[src/rtl/ctrl_decode_pipe.sv]
// Decode-stage control for the 5-stage RV32 core: instruction decode, ID/EX control
// register with stall/flush, and a sequencer that stalls the pipe during multi-cycle M-ops.
module ctrl_decode_pipe #(
  parameter bit ENABLE_M   = 1'b1,
  parameter int MD_LATENCY = 4,
  parameter int ALU_CTRL_W = 4
) (
  input  logic                  clk,
  input  logic                  rst_n,
  input  logic [31:0]           instr_d,
  input  logic                  valid_d,
  input  logic                  stall_e,
  input  logic                  flush_e,
  output logic [2:0]            imm_src_d,
  output logic                  illegal_d,
  output logic                  reg_write_e,
  output logic                  mem_write_e,
  output logic                  branch_e,
  output logic                  jump_e,
  output logic                  jalr_e,
  output logic [2:0]            result_src_e,
  output logic                  alu_src_e,
  output logic                  alu_src_a_e,
  output logic [ALU_CTRL_W-1:0] alu_control_e,
  output logic [2:0]            funct3_e,
  output logic                  md_valid_e,
  output logic                  stall_md,
  output logic                  md_done
);

  localparam int CNT_W = (MD_LATENCY > 2) ? $clog2(MD_LATENCY - 1) : 1;
  localparam logic [CNT_W-1:0] CNT_INIT = (MD_LATENCY > 1) ? CNT_W'(MD_LATENCY - 2) : '0;

  localparam logic [3:0] ALU_ADD = 4'b0000, ALU_SUB = 4'b0001, ALU_AND = 4'b0010,
                         ALU_OR  = 4'b0011, ALU_XOR = 4'b0100, ALU_SLT = 4'b0101,
                         ALU_SLTU = 4'b0110, ALU_SLL = 4'b0111, ALU_SRL = 4'b1000,
                         ALU_SRA = 4'b1001;

  typedef struct packed {
    logic       reg_write;
    logic       mem_write;
    logic       branch;
    logic       jump;
    logic       jalr;
    logic [2:0] result_src;
    logic       alu_src;
    logic       alu_src_a;
    logic [3:0] alu_op;
    logic [2:0] funct3;
    logic       md_valid;
  } ctrl_t;

  typedef enum logic [1:0] {IDLE, BUSY, DONE} md_state_t;

  logic [6:0] opcode;
  logic [2:0] funct3;
  logic [6:0] funct7;
  logic       legal;
  ctrl_t      dec;
  ctrl_t      e_q;
  md_state_t  state, state_n;
  logic [CNT_W-1:0] cnt, cnt_n;
  logic       unused_bits;

  assign opcode = instr_d[6:0];
  assign funct3 = instr_d[14:12];
  assign funct7 = instr_d[31:25];
  assign unused_bits = ^{instr_d[24:15], instr_d[11:7]};

  function automatic logic [3:0] alu_from_f3(input logic [2:0] f3, input logic alt,
                                             input logic is_r);
    case (f3)
      3'b000:  return (is_r && alt) ? ALU_SUB : ALU_ADD;
      3'b001:  return ALU_SLL;
      3'b010:  return ALU_SLT;
      3'b011:  return ALU_SLTU;
      3'b100:  return ALU_XOR;
      3'b101:  return alt ? ALU_SRA : ALU_SRL;
      3'b110:  return ALU_OR;
      default: return ALU_AND;
    endcase
  endfunction

  // NOTE: every combinational output gets a default before the case so no path infers a latch.
  always_comb begin
    dec        = '0;
    legal      = 1'b0;
    imm_src_d  = 3'b000;
    dec.funct3 = funct3;
    case (opcode)
      7'b0110011: begin
        if (funct7 == 7'b0000001) begin
          if (ENABLE_M) begin
            legal          = 1'b1;
            dec.reg_write  = 1'b1;
            dec.result_src = 3'b100;
            dec.md_valid   = 1'b1;
          end
        end else if (funct7 == 7'b0000000 || funct7 == 7'b0100000) begin
          legal         = 1'b1;
          dec.reg_write = 1'b1;
          dec.alu_op    = alu_from_f3(funct3, funct7[5], 1'b1);
        end
      end
      7'b0010011: begin
        legal         = 1'b1;
        dec.reg_write = 1'b1;
        dec.alu_src   = 1'b1;
        dec.alu_op    = alu_from_f3(funct3, funct7[5], 1'b0);
      end
      7'b0000011: begin
        legal          = 1'b1;
        dec.reg_write  = 1'b1;
        dec.alu_src    = 1'b1;
        dec.result_src = 3'b001;
      end
      7'b0100011: begin
        legal         = 1'b1;
        imm_src_d     = 3'b001;
        dec.mem_write = 1'b1;
        dec.alu_src   = 1'b1;
      end
      7'b1100011: begin
        legal      = 1'b1;
        imm_src_d  = 3'b010;
        dec.branch = 1'b1;
        dec.alu_op = !funct3[2] ? ALU_SUB : (funct3[1] ? ALU_SLTU : ALU_SLT);
      end
      7'b1101111: begin
        legal          = 1'b1;
        imm_src_d      = 3'b011;
        dec.reg_write  = 1'b1;
        dec.jump       = 1'b1;
        dec.result_src = 3'b010;
      end
      7'b1100111: begin
        legal          = 1'b1;
        dec.reg_write  = 1'b1;
        dec.jump       = 1'b1;
        dec.jalr       = 1'b1;
        dec.alu_src    = 1'b1;
        dec.result_src = 3'b010;
      end
      7'b0110111: begin
        legal          = 1'b1;
        imm_src_d      = 3'b100;
        dec.reg_write  = 1'b1;
        dec.result_src = 3'b011;
      end
      7'b0010111: begin
        legal         = 1'b1;
        imm_src_d     = 3'b100;
        dec.reg_write = 1'b1;
        dec.alu_src   = 1'b1;
        dec.alu_src_a = 1'b1;
      end
      default: ;
    endcase
    if (!legal) begin
      dec       = '0;
      imm_src_d = 3'b000;
    end
  end

  assign illegal_d = valid_d && !legal;

  // NOTE: sequential state uses non-blocking assignments so all flops update together.
  always_ff @(posedge clk or negedge rst_n) begin
    if (!rst_n)                     e_q <= '0;
    else if (flush_e)               e_q <= '0;
    else if (!(stall_e || stall_md)) e_q <= (valid_d && legal) ? dec : '0;
  end

  assign reg_write_e   = e_q.reg_write;
  assign mem_write_e   = e_q.mem_write;
  assign branch_e      = e_q.branch;
  assign jump_e        = e_q.jump;
  assign jalr_e        = e_q.jalr;
  assign result_src_e  = e_q.result_src;
  assign alu_src_e     = e_q.alu_src;
  assign alu_src_a_e   = e_q.alu_src_a;
  assign alu_control_e = ALU_CTRL_W'(e_q.alu_op);
  assign funct3_e      = e_q.funct3;
  assign md_valid_e    = e_q.md_valid;

  always_ff @(posedge clk or negedge rst_n) begin
    if (!rst_n) begin
      state <= IDLE;
      cnt   <= '0;
    end else begin
      state <= state_n;
      cnt   <= cnt_n;
    end
  end

  // On the md_done cycle, go straight to IDLE if E advances so a following M-op
  // triggers on its first E cycle; park in DONE while stall_e holds the finished op.
  always_comb begin
    state_n  = state;
    cnt_n    = cnt;
    stall_md = 1'b0;
    md_done  = 1'b0;
    case (state)
      IDLE: begin
        if (md_valid_e) begin
          if (MD_LATENCY > 1) begin
            stall_md = 1'b1;
            state_n  = BUSY;
            cnt_n    = CNT_INIT;
          end else begin
            md_done = 1'b1;
            state_n = stall_e ? DONE : IDLE;
          end
        end
      end
      BUSY: begin
        if (cnt == '0) begin
          md_done = 1'b1;
          state_n = stall_e ? DONE : IDLE;
        end else begin
          stall_md = 1'b1;
          cnt_n    = cnt - 1'b1;
        end
      end
      DONE: begin
        if (!stall_e) state_n = IDLE;
      end
      default: state_n = IDLE;
    endcase
    if (flush_e) begin
      state_n = IDLE;
      cnt_n   = '0;
      md_done = 1'b0;
    end
  end

endmodule
[config.mk]
export PLATFORM = sky130hd
export DESIGN_NAME = ctrl_decode_pipe
export DESIGN_NICKNAME = d
export VERILOG_FILES = /design/src/rtl/ctrl_decode_pipe.sv
export SDC_FILE = /design/constraint.sdc
export NUM_CORES = 1
export LEC_CHECK = 0
export CAP_MARGIN = 20
export CORE_UTILIZATION = 40
export CTS_BUF_LIST = sky130_fd_sc_hd__clkbuf_8 sky130_fd_sc_hd__clkbuf_16
export CTS_CLUSTER_SIZE = 8
export DETAILED_ROUTE_END_ITERATION = 10
export PLACE_DENSITY = 0.84
export SLEW_MARGIN = 10
export SYNTH_ARGS = -nofsm -noshare
export SYNTH_HDL_FRONTEND = slang
export SYNTH_SLANG_ARGS = --single-unit
[constraint.sdc]
create_clock -name clk -period 2.25 [get_ports clk]
set_input_delay 0.3375 -clock clk [delete_from_list [all_inputs] [get_ports clk]]
set_output_delay 0.3375 -clock clk [all_outputs]
set_load 0.02 [all_outputs]
Yosys cells after proc, flatten, opt, wreduce, memory -nomap -nowiden
Cells that the tools add are included.

Register bits: 22. Output and inout bits: 24. Word-level logic and storage cells: 100.

Add/subtract/negate cells: 1. Equality and inequality tests: 24. Multiplexer cells: 45. Reduce and logical (&&, ||, !) cells: 17.

Operators by type and width (count): 18-bit 2-to-1 mux (4); 4-bit case mux with 7 select lines (2); 7-bit by 6-bit == test with 1-bit output, second input constant (4); 3-bit case mux with 4 select lines (2); 7-bit == test, second input constant (3); 2-bit 2-to-1 mux (9); 1-bit 2-to-1 mux (17); 7-bit by 5-bit == test with 1-bit output, second input constant (2); 3-bit != test, second input constant (4); 4-bit case mux with 3 select lines (1); 3-bit == test, second input constant (3); 3-bit 2-to-1 mux (3); 4-bit 2-to-1 mux (2); 8-bit OR reduction (1); 7-bit by 1-bit == test with 1-bit output, second input constant (1); 7-bit by 2-bit == test with 1-bit output, second input constant (1); 7-bit logical NOT (1); 3-bit by 2-bit == test with 1-bit output, second input constant (2); 1-bit case mux with 2 select lines (3); 2-bit case mux with 3 select lines (1); 3-bit AND reduction (2); 6-bit OR reduction (1); 5-bit OR reduction (1); 2-bit logical NOT (2); other kinds (12) (15).

Logic depth before layout (Yosys ltp)
Gate-level depths: netlist (run 1).

Word-level depth: 9. Gate-level depth with buffers: 9. Depth with buffers taken out: 8.

Least setup slack after synthesis (run 1)
No wires, ideal clock.

Kind: input-to-output. From: in instr_d[2]. To: out imm_src_d[0]. Data arrival time: 1.669 ns. Required time: 1.913 ns. Path slack: 0.243 ns. Cell stages on the path: 3. Path buffers: 0. Cell sequence: nand4bb_1 > or3b_2 > o21ai_0.

Cells in the longest elaborated chain, start to end: 4. Elaborated cells between the ends (all ways): 14.

Ends and longest elaborated chain: start, declared (line 10) `input logic [31:0] instr_d,`; 7-bit by 5-bit == test with 1-bit output, or another cell as far along (line 90) `case (opcode)`; 8-bit OR reduction (no source line) or 2-bit OR reduction (tied branches); 1-bit case mux with 2 select lines or 3-bit case mux with 4 select lines (tied branches) (line 90); 3-bit 2-to-1 mux (*) (line 159) `if (!legal) begin`; end, declared (line 14) `output logic [2:0] imm_src_d,`.

Mark *: on every way between the ends. The rest lies on a longest branch, timed or not.

Worst setup path in the final report (run 1)
From: in instr_d[6]. To: out illegal_d.

Cells in the longest elaborated chain, start to end: 5. Elaborated cells between the ends (all ways): 13.

Ends and longest elaborated chain: 7-bit by 5-bit == test with 1-bit output, or another cell as far along (line 90); 8-bit OR reduction (no source line); 1-bit case mux with 2 select lines (*) (line 90); 1-bit logical NOT (*) (line 165) `assign illegal_d = valid_d && !legal;`; 1-bit logical AND (*) (line 165); end, declared (line 15) `output logic illegal_d,`.

Marked as above.

==> load_flow_metrics.sql, run 1 <==
INSERT INTO impl_metrics (metric_group, metric, value, unit) VALUES
('outcome', 'status', 'finished, violations left', ''),
('outcome', 'failing_checks', 'design-rule violations', ''),
('logic_synthesis', 'synth_xor_area_share', '0', '%'),
('routing', 'finalWirelength', '3640', 'um'),
('floorplanning', 'rows', '19', ''),
('sta', 'final.period_utilization', '99.5', '%'),
('global_route', 'grt_antenna_before_repair', '0', ''),
('logic_synthesis', 'synth-seq-cells', '22', ''),
('sta', 'clock-skew-final', '3.38', 'ps'),
('logic_synthesis', 'synthSimpleGateAreaFrac', '28.8', '%'),
('logic_synthesis', 'dominantRegCellSynth', 'sky130_fd_sc_hd__dfrtp_1', ''),
('global_route', 'first_pass_grt_wire_length', '5980', 'um'),
('cts', 'cts_buffer_depth', '2', ''),
('routing', 'drt-pass1-iter-count', '7', ''),
('power_and_ir_drop', 'ir_drop', '255', 'uV'),
('sta', 'timing.slew.headroom', '70.5', '%'),
('placement', 'dp_hpwl', '2770', 'um'),
('logic_synthesis', 'main_combinational_cell_family_by_area_after_synthesis', 'simple AND/OR/NAND/NOR gates', ''),
('placement', 'finalWeightedCongestion', '0.913', ''),
('sta', 'rsz0062_at_grt', 'yes', ''),
('critical_path', 'path_max_fanout', '3', ''),
('floorplanning', 'dieWidth', '57.5', 'um'),
('logic_synthesis', 'synthesized_area_fraction_occupied_by_ao_oa_aoi_and_oai_cells', '22.0', '%'),
('cts', 'clk_pin_slew', '70', 'ps'),
('logic_synthesis', 'post_synth_fa_ha_maj_area_fraction', '1.02', '%'),
('finish', 'num_antenna_cells', '0', ''),
('logic_synthesis', 'yosys.cell_types.count', '43', ''),
('critical_path', 'critical_path.slowest_cell', 'sky130_fd_sc_hd__clkdlybuf4s50_1', ''),
('routing', 'ant_nets', '0', ''),
('sta', 'setup-tns-final', '0', 'ps'),
('routing', 'drc', '2', ''),
('finish', 'fin_area', '2020', 'um^2'),
('placement', 'placed_cell_area', '1860', 'um^2'),
('run', 'drv_cap', '0', ''),
('critical_path', 'crit_required', '1910', 'ps'),
('logic_synthesis', 'asyncSetResetFlopFracSynth', '100', '%'),
('cts', 'cts.sink_count', '22', ''),
('logic_synthesis', 'synth.avg_cell_area', '9.34', 'um^2'),
('power_and_ir_drop', 'power-per-cell-area', '440', 'nW/um^2'),
('logic_synthesis', 'synth_top_area_share', '44.7', '%'),
('routing', 'routed_len_inst', '15.8', 'um'),
('cts', 'clockRootBuffer', 'sky130_fd_sc_hd__clkbuf_8', ''),
('critical_path', 'setup.worst_path.class', 'input port to primary output', ''),
('finish', 'layout-drive-gt1-share', '25.6', '%'),
('logic_synthesis', 'synth_seq_area_share', '44.7', '%'),
('logic_synthesis', 'synth.mux.area_fraction', '0', '%'),
('critical_path', 'worst_setup_path_start_kind', 'input port', ''),
('sta', 'slew_viol_final', '0', ''),
('critical_path', 'cpPeakStageDelay', '490', 'ps'),
('routing', 'vias', '1315', ''),
('sta', 'final.hold.worst_slack', '419', 'ps'),
('logic_synthesis', 'synth-edff-count', '0', ''),
('floorplanning', 'die_height', '57.5', 'um'),
('finish', 'layout-area-overhead-vs-synth', '64.2', '%'),
('global_route', 'grt_start_max_net_pins', '23', ''),
('cts', 'total_clock_buffers_created_by_cts', '3', ''),
('routing', 'via_per_instance_ratio', '5.72', ''),
('floorplanning', 'fp.dieArea', '3310', 'um^2'),
('finish', 'finalNetCount', '238', ''),
('global_route', 'globalRouteTotalUtil', '23.4', '%'),
('global_route', 'grt_remaining_overflow', '0', ''),
('sta', 'timing.final.setup_violations', '0', ''),
('critical_path', 'worstPathCellList', 'clkdlybuf4s50_1 -> nand2b_1 -> nor3_1 -> or3_1 -> nor2_2 -> and3_4 -> buf_6', ''),
('routing', 'first_iter_violations', '58', ''),
('floorplanning', 'placeableCoreArea', '2830', 'um^2'),
('logic_synthesis', 'ys_top_cells_by_area', 'sky130_fd_sc_hd__dfrtp_1 45%, sky130_fd_sc_hd__a22o_1 6.4%, sky130_fd_sc_hd__nand2_1 5.8%', ''),
('sta', 'timing_hold_violations_final', '0', ''),
('cts', 'clock_insertion_delay_worst_skew', '250', 'ps'),
('floorplanning', 'io_pins', '61', ''),
('critical_path', 'critical_path_arrival', '1900', 'ps'),
('cts', 'number_of_buffers_inserted_by_hold_repair_at_cts', '0', '');
[synth_stat cells (2+ instances only)]
cell,count
sky130_fd_sc_hd__a21o_1,3
sky130_fd_sc_hd__a21oi_1,3
sky130_fd_sc_hd__a22o_1,9
sky130_fd_sc_hd__and3_1,2
sky130_fd_sc_hd__clkbuf_1,3
sky130_fd_sc_hd__dfrtp_1,22
sky130_fd_sc_hd__inv_1,4
sky130_fd_sc_hd__nand2_1,19
sky130_fd_sc_hd__nand3_1,4
sky130_fd_sc_hd__nor2_1,13
sky130_fd_sc_hd__nor2b_1,2
sky130_fd_sc_hd__nor3_1,4
sky130_fd_sc_hd__nor3b_1,2
sky130_fd_sc_hd__o211ai_1,2
sky130_fd_sc_hd__o21ai_0,11
sky130_fd_sc_hd__or2b_2,2
[worst max-delay path: cells and delay by family]
| family | cells | cell delay [ps] |
|---|---|---|
| buffers and inverters | 2 | 600 |
| and+or+nand+nor | 5 | 950 |
[sequential cells by signal, indices dropped and copies added, names as in the netlist]
name,cells
branch_e,1
cnt,2
state,2
md_valid_e,1
result_src_e,3
reg_write_e,1
mem_write_e,1
alu_src_e,1
jalr_e,1
alu_src_a_e,1
funct3_e,3
jump_e,1
alu_control_e,4
[path summary, 6_finish.rpt]
| check | end | cells after the start | slack [ps] | from |
|---|---|---|---|---|
| worst max-delay path | illegal_d | 7 | 10 | instr_d[6] |
| worst min-delay path | alu_src_e | 2 | 420 | rst_n |
| worst max register to register | alu_control_e[0] | 8 | 200 | cnt[0] |
| worst min register to register | result_src_e[2] | 1 | 480 | result_src_e[2] |
| max in group asynchronous | result_src_e[2] | 2 | 1610 | rst_n |
| min in group clk | jalr_e | 3 | 480 | instr_d[3] |
[layer usage]
layer / vias up / share of wire (%) / global-route usage, %
li1: 618 / - / -
met3: 12 / 5.0 / 2.72
met4: 0 / 2.3 / 5.92
met2: 55 / 52 / 42.9
met5: - / 0 / 0
met1: 630 / 41 / 29.0
[cells in the final DEF (no fill, tap or decap), drive strengths merged, types with 2 or more instances in the layout]
cell type / count
clkbuf: 3
nor2: 14
dfrtp: 22
inv: 4
or2b: 2
a21o: 3
dlymetal6s2s: 8
and3: 2
a21oi: 5
nor2b: 2
buf: 25
a22o: 9
dlygate4sd2: 2
nand3: 4
o21ai: 11
nor3b: 2
o211ai: 2
nor3: 5
nor4: 2
nand2: 19
nor4b: 2
clkdlybuf4s50: 32
[logic make-up (layout without fill, tap and decap cells)]
family / Yosys count / after routing
buffers and inverters: 9 / 76
flip-flops: 22 / 22
AO/OA/AOI/OAI: 37 / 37
adder cells (fa/ha/maj): 1 / 1
AND/OR/NAND/NOR: 63 / 63
[where the power goes]
group,switching [mW],internal (mW),total [mW],leakage [nW]
sequential,0.000553,0.396,0.396,0.307
clock,0.119,0.237,0.356,0.0357
combinational,0.0663,0.0717,0.138,0.607
total,0.186,0.705,0.890,0.950
[final cells by class]
| type | count | area [um^2] |
|---|---|---|
| Timing Repair Buffer | 68 | 642 |
| Multi-Input combinational cell | 101 | 706 |
| Clock buffer | 3 | 41.3 |
| Inverter | 4 | 15.0 |
| Tap cell | 31 | 38.8 |
| Clock inverter | 1 | 30.0 |
| Sequential cell | 22 | 551 |
| Fill cell | 210 | 806 |
[stage by stage]
| stage | std cells | setup WS, ps | utilization [%] |
|---|---|---|---|
| after CTS | 229 | -96.1 | 69.0 |
| after global routing | 230 | -65.3 | 71.5 |
| final | 230 | 11.9 | 71.5 |
| after detailed placement | 225 | -551 | 65.7 |
| after global placement | 225 | -461 | 65.7 |
| after floorplan | 132 | 243 | - |
[repair_timing]
item,4_1_cts,5_1_grt
pin swaps,1,5
setup endpoints to repair,5,4
resized for setup,19,21
setup buffers,0,1
Note: power is estimated with default switching activity, not from simulation.
==> run 2, diff against run 1 <==
Settings changed: CORE_MARGIN from default to 8, HOLD_SLACK_MARGIN from default to 0.08.
==> run 2 against run 1 <==
Critical path depth increased by 4. The flow now finishes without violations. Critical path type is now input port to flop. First-iteration DRC count is 47% higher. Sequential share of layout area about the same. Final cell count rose by 2.6%. Via count hardly changed. Clock skew grew 5.2 ps. Die area grew 55%. Setup slack better by 58 ps. Clock power grew 4%. Design area hardly changed. Clock-buffer cell count did not move.
==> load_flow_metrics.sql, run 2 (synthesis results as in run 1) <==
INSERT INTO impl_metrics (metric_group, metric, value, unit) VALUES
('outcome', 'status', 'finished clean', ''),
('sta', 'clock-skew-final', '8.55', 'ps'),
('sta', 'final.period_utilization', '96.9', '%'),
('floorplanning', 'start_util', '41.0', '%'),
('critical_path', 'worst_setup_path_start_kind', 'input port', ''),
('floorplanning', 'die_height', '71.5', 'um'),
('min_path', 'hold_removal_path_class', 'input port to asynchronous set/reset pin', ''),
('floorplanning', 'dieWidth', '71.5', 'um'),
('placement', 'finalWeightedCongestion', '0.907', ''),
('critical_path', 'cpPeakStageDelay', '440', 'ps'),
('routing', 'routed_len_inst', '16.6', 'um'),
('critical_path', 'worstSetupStartpoint', 'instr_d[28]', ''),
('placement', 'dp_hpwl', '2940', 'um'),
('finish', 'finalNetCount', '242', ''),
('critical_path', 'worstReg2RegStart', 'cnt[0]', ''),
('critical_path', 'timing.critical_path.mode_cell', 'sky130_fd_sc_hd__buf_4', ''),
('finish', 'number_of_flip_flops_under_the_largest_register_name', '4', ''),
('critical_path', 'setup.worst_path.class', 'input port to flop', ''),
('sta', 'slew_viol_final', '0', ''),
('sta', 'post-route-min-period', '2180', 'ps'),
('critical_path', 'critical_path.slowest_cell', 'sky130_fd_sc_hd__or4_4', ''),
('routing', 'finalWirelength', '3920', 'um'),
('power_and_ir_drop', 'ir_drop', '303', 'uV'),
('global_route', 'grt_start_max_net_pins', '23', ''),
('sta', 'timing_hold_violations_final', '0', ''),
('routing', 'via_per_instance_ratio', '5.57', ''),
('sta', 'setup-tns-final', '0', 'ps'),
('global_route', 'first_pass_grt_wire_length', '6620', 'um'),
('global_route', 'globalRouteTotalUtil', '16.2', '%'),
('cts', 'clk_pin_slew', '90', 'ps'),
('floorplanning', 'rows', '20', ''),
('cts', 'cts.sink_count', '22', ''),
('finish', 'most_frequent_standard_cell_in_the_layout_excluding_fill_and_tap_cells', 'sky130_fd_sc_hd__clkdlybuf4s50_1', ''),
('critical_path', 'crit_required', '2460', 'ps'),
('global_route', 'grt_antenna_before_repair', '0', ''),
('routing', 'vias', '1314', ''),
('routing', 'drt-pass1-iter-count', '4', ''),
('sta', 'timing.slew.headroom', '75.5', '%'),
('placement', 'io_buffer_count', '45', ''),
('routing', 'drc', '0', ''),
('critical_path', 'path_max_fanout', '4', ''),
('power_and_ir_drop', 'power.leakage', '0.935', 'nW'),
('finish', 'fillCellCount', '252', ''),
('cts', 'cts_tree', 'done', ''),
('sta', 'timing.final.setup_violations', '0', ''),
('floorplanning', 'placeableCoreArea', '3000', 'um^2'),
('finish', 'layout-area-overhead-vs-synth', '64.3', '%'),
('sta', 'max_freq', '0.459', 'GHz'),
('finish', 'layout.cells.most_common_list', '31 x sky130_fd_sc_hd__clkdlybuf4s50_1, 26 x sky130_fd_sc_hd__buf_4, 22 x sky130_fd_sc_hd__dfrtp_1', ''),
('power_and_ir_drop', 'power-per-cell-area', '448', 'nW/um^2'),
('run', 'drv_cap', '0', ''),
('critical_path', 'critical_path_arrival', '2390', 'ps'),
('power_and_ir_drop', 'total_power_draw', '906', 'uW'),
('global_route', 'vias_in_the_first_global_route', '1376', ''),
('critical_path', 'worstPathCellList', 'clkdlybuf4s50_1 -> or4_4 -> nor2_4 -> and4_1 -> nor2_2 -> buf_4 -> buf_4 -> buf_4 -> buf_4 -> a21oi_4 -> a32o_1', ''),
('critical_path', 'crit_path_end_kind', 'flop', ''),
('cts', 'total_clock_buffers_created_by_cts', '3', ''),
('finish', 'layout-drive-gt1-share', '25.1', '%'),
('cts', 'cts_htree_levels', '1', ''),
('finish', 'num_antenna_cells', '0', ''),
('cts', 'clock_insertion_delay_worst_skew', '270', 'ps'),
('routing', 'first_iter_violations', '85', ''),
('finish', 'utilization_after_layout', '67.4', '%'),
('floorplanning', 'io_pins', '61', ''),
('cts', 'cts_buffer_depth', '2', ''),
('routing', 'ant_nets', '0', ''),
('cts', 'clockRootBuffer', 'sky130_fd_sc_hd__clkbuf_8', ''),
('floorplanning', 'fp.dieArea', '5110', 'um^2'),
('sta', 'worstMarginPinSlew', '362', 'ps'),
('global_route', 'grt_remaining_overflow', '0', '');
[run 2: final cells by class]
| cell class | count | area [um^2] | area share [%] |
|---|---|---|---|
| clock buffer | 3 | 41.3 | 2.04 |
| clock inverter | 1 | 30.0 | 1.48 |
| inverter | 4 | 15.0 | 0.742 |
| multi-input combinational | 101 | 687 | 33.9 |
| sequential | 22 | 551 | 27.2 |
| tap | 33 | 41.3 | 2.04 |
| timing repair buffer | 72 | 659 | 32.6 |
[run 2: final timing paths]
kind	cells past startpoint	slack (ps)	end
max in group asynchronous	2	1610	cnt[1]
setup / recovery	11	70	alu_control_e[3]
hold reg to reg	2	490	alu_src_e
setup reg to reg	8	240	alu_control_e[2]
min in group clk	3	450	jalr_e
hold / removal	2	410	funct3_e[1]
[run 2: worst max-delay path, delay by kind of cell]
| family | cells | cell delay [ps] |
|---|---|---|
| and+or+nand+nor | 4 | 800 |
| buffers and inverters | 5 | 890 |
| AOI/OAI and AO/OA | 2 | 340 |
[run 2: layer usage]
metal | wire length, um | global-route usage (%) | share of wire, % | vias up
met3 | 225 | 2.51 | 5.7 | 12
met4 | 150 | 8.84 | 3.8 | 0
met2 | 1920 | 28.5 | 49 | 59
li1 | - | - | - | 626
met1 | 1630 | 18.3 | 42 | 617
met5 | 0 | 0 | 0 | -
[run 2: per-stage QoR]
step / instance area, um^2 / setup slack [ps] / hold WS [ps] / std cells
after global routing: 2020 / -35.2 / 450 / 236
after CTS: 1980 / 7.95 / 430 / 235
after floorplan: 1230 / 243 / 41.9 / 132
after global placement: 1860 / -490 / 458 / 227
after detailed placement: 1860 / -518 / 466 / 227
final: 2020 / 70.0 / 408 / 236
[run 2: report_power, final]
group / leakage [nW] / total [mW] / internal, mW / switching, mW
clock: 0.0357 / 0.372 / 0.238 / 0.134
combinational: 0.592 / 0.138 / 0.0709 / 0.0673
sequential: 0.307 / 0.396 / 0.396 / 0.000524
[run 2: repair_timing]
action	CTS	global route
resized for setup	25	10
pin swaps	6	5
hold buffers	0	0
buffers inserted	4	1
endpoints found under the setup margin	5	7
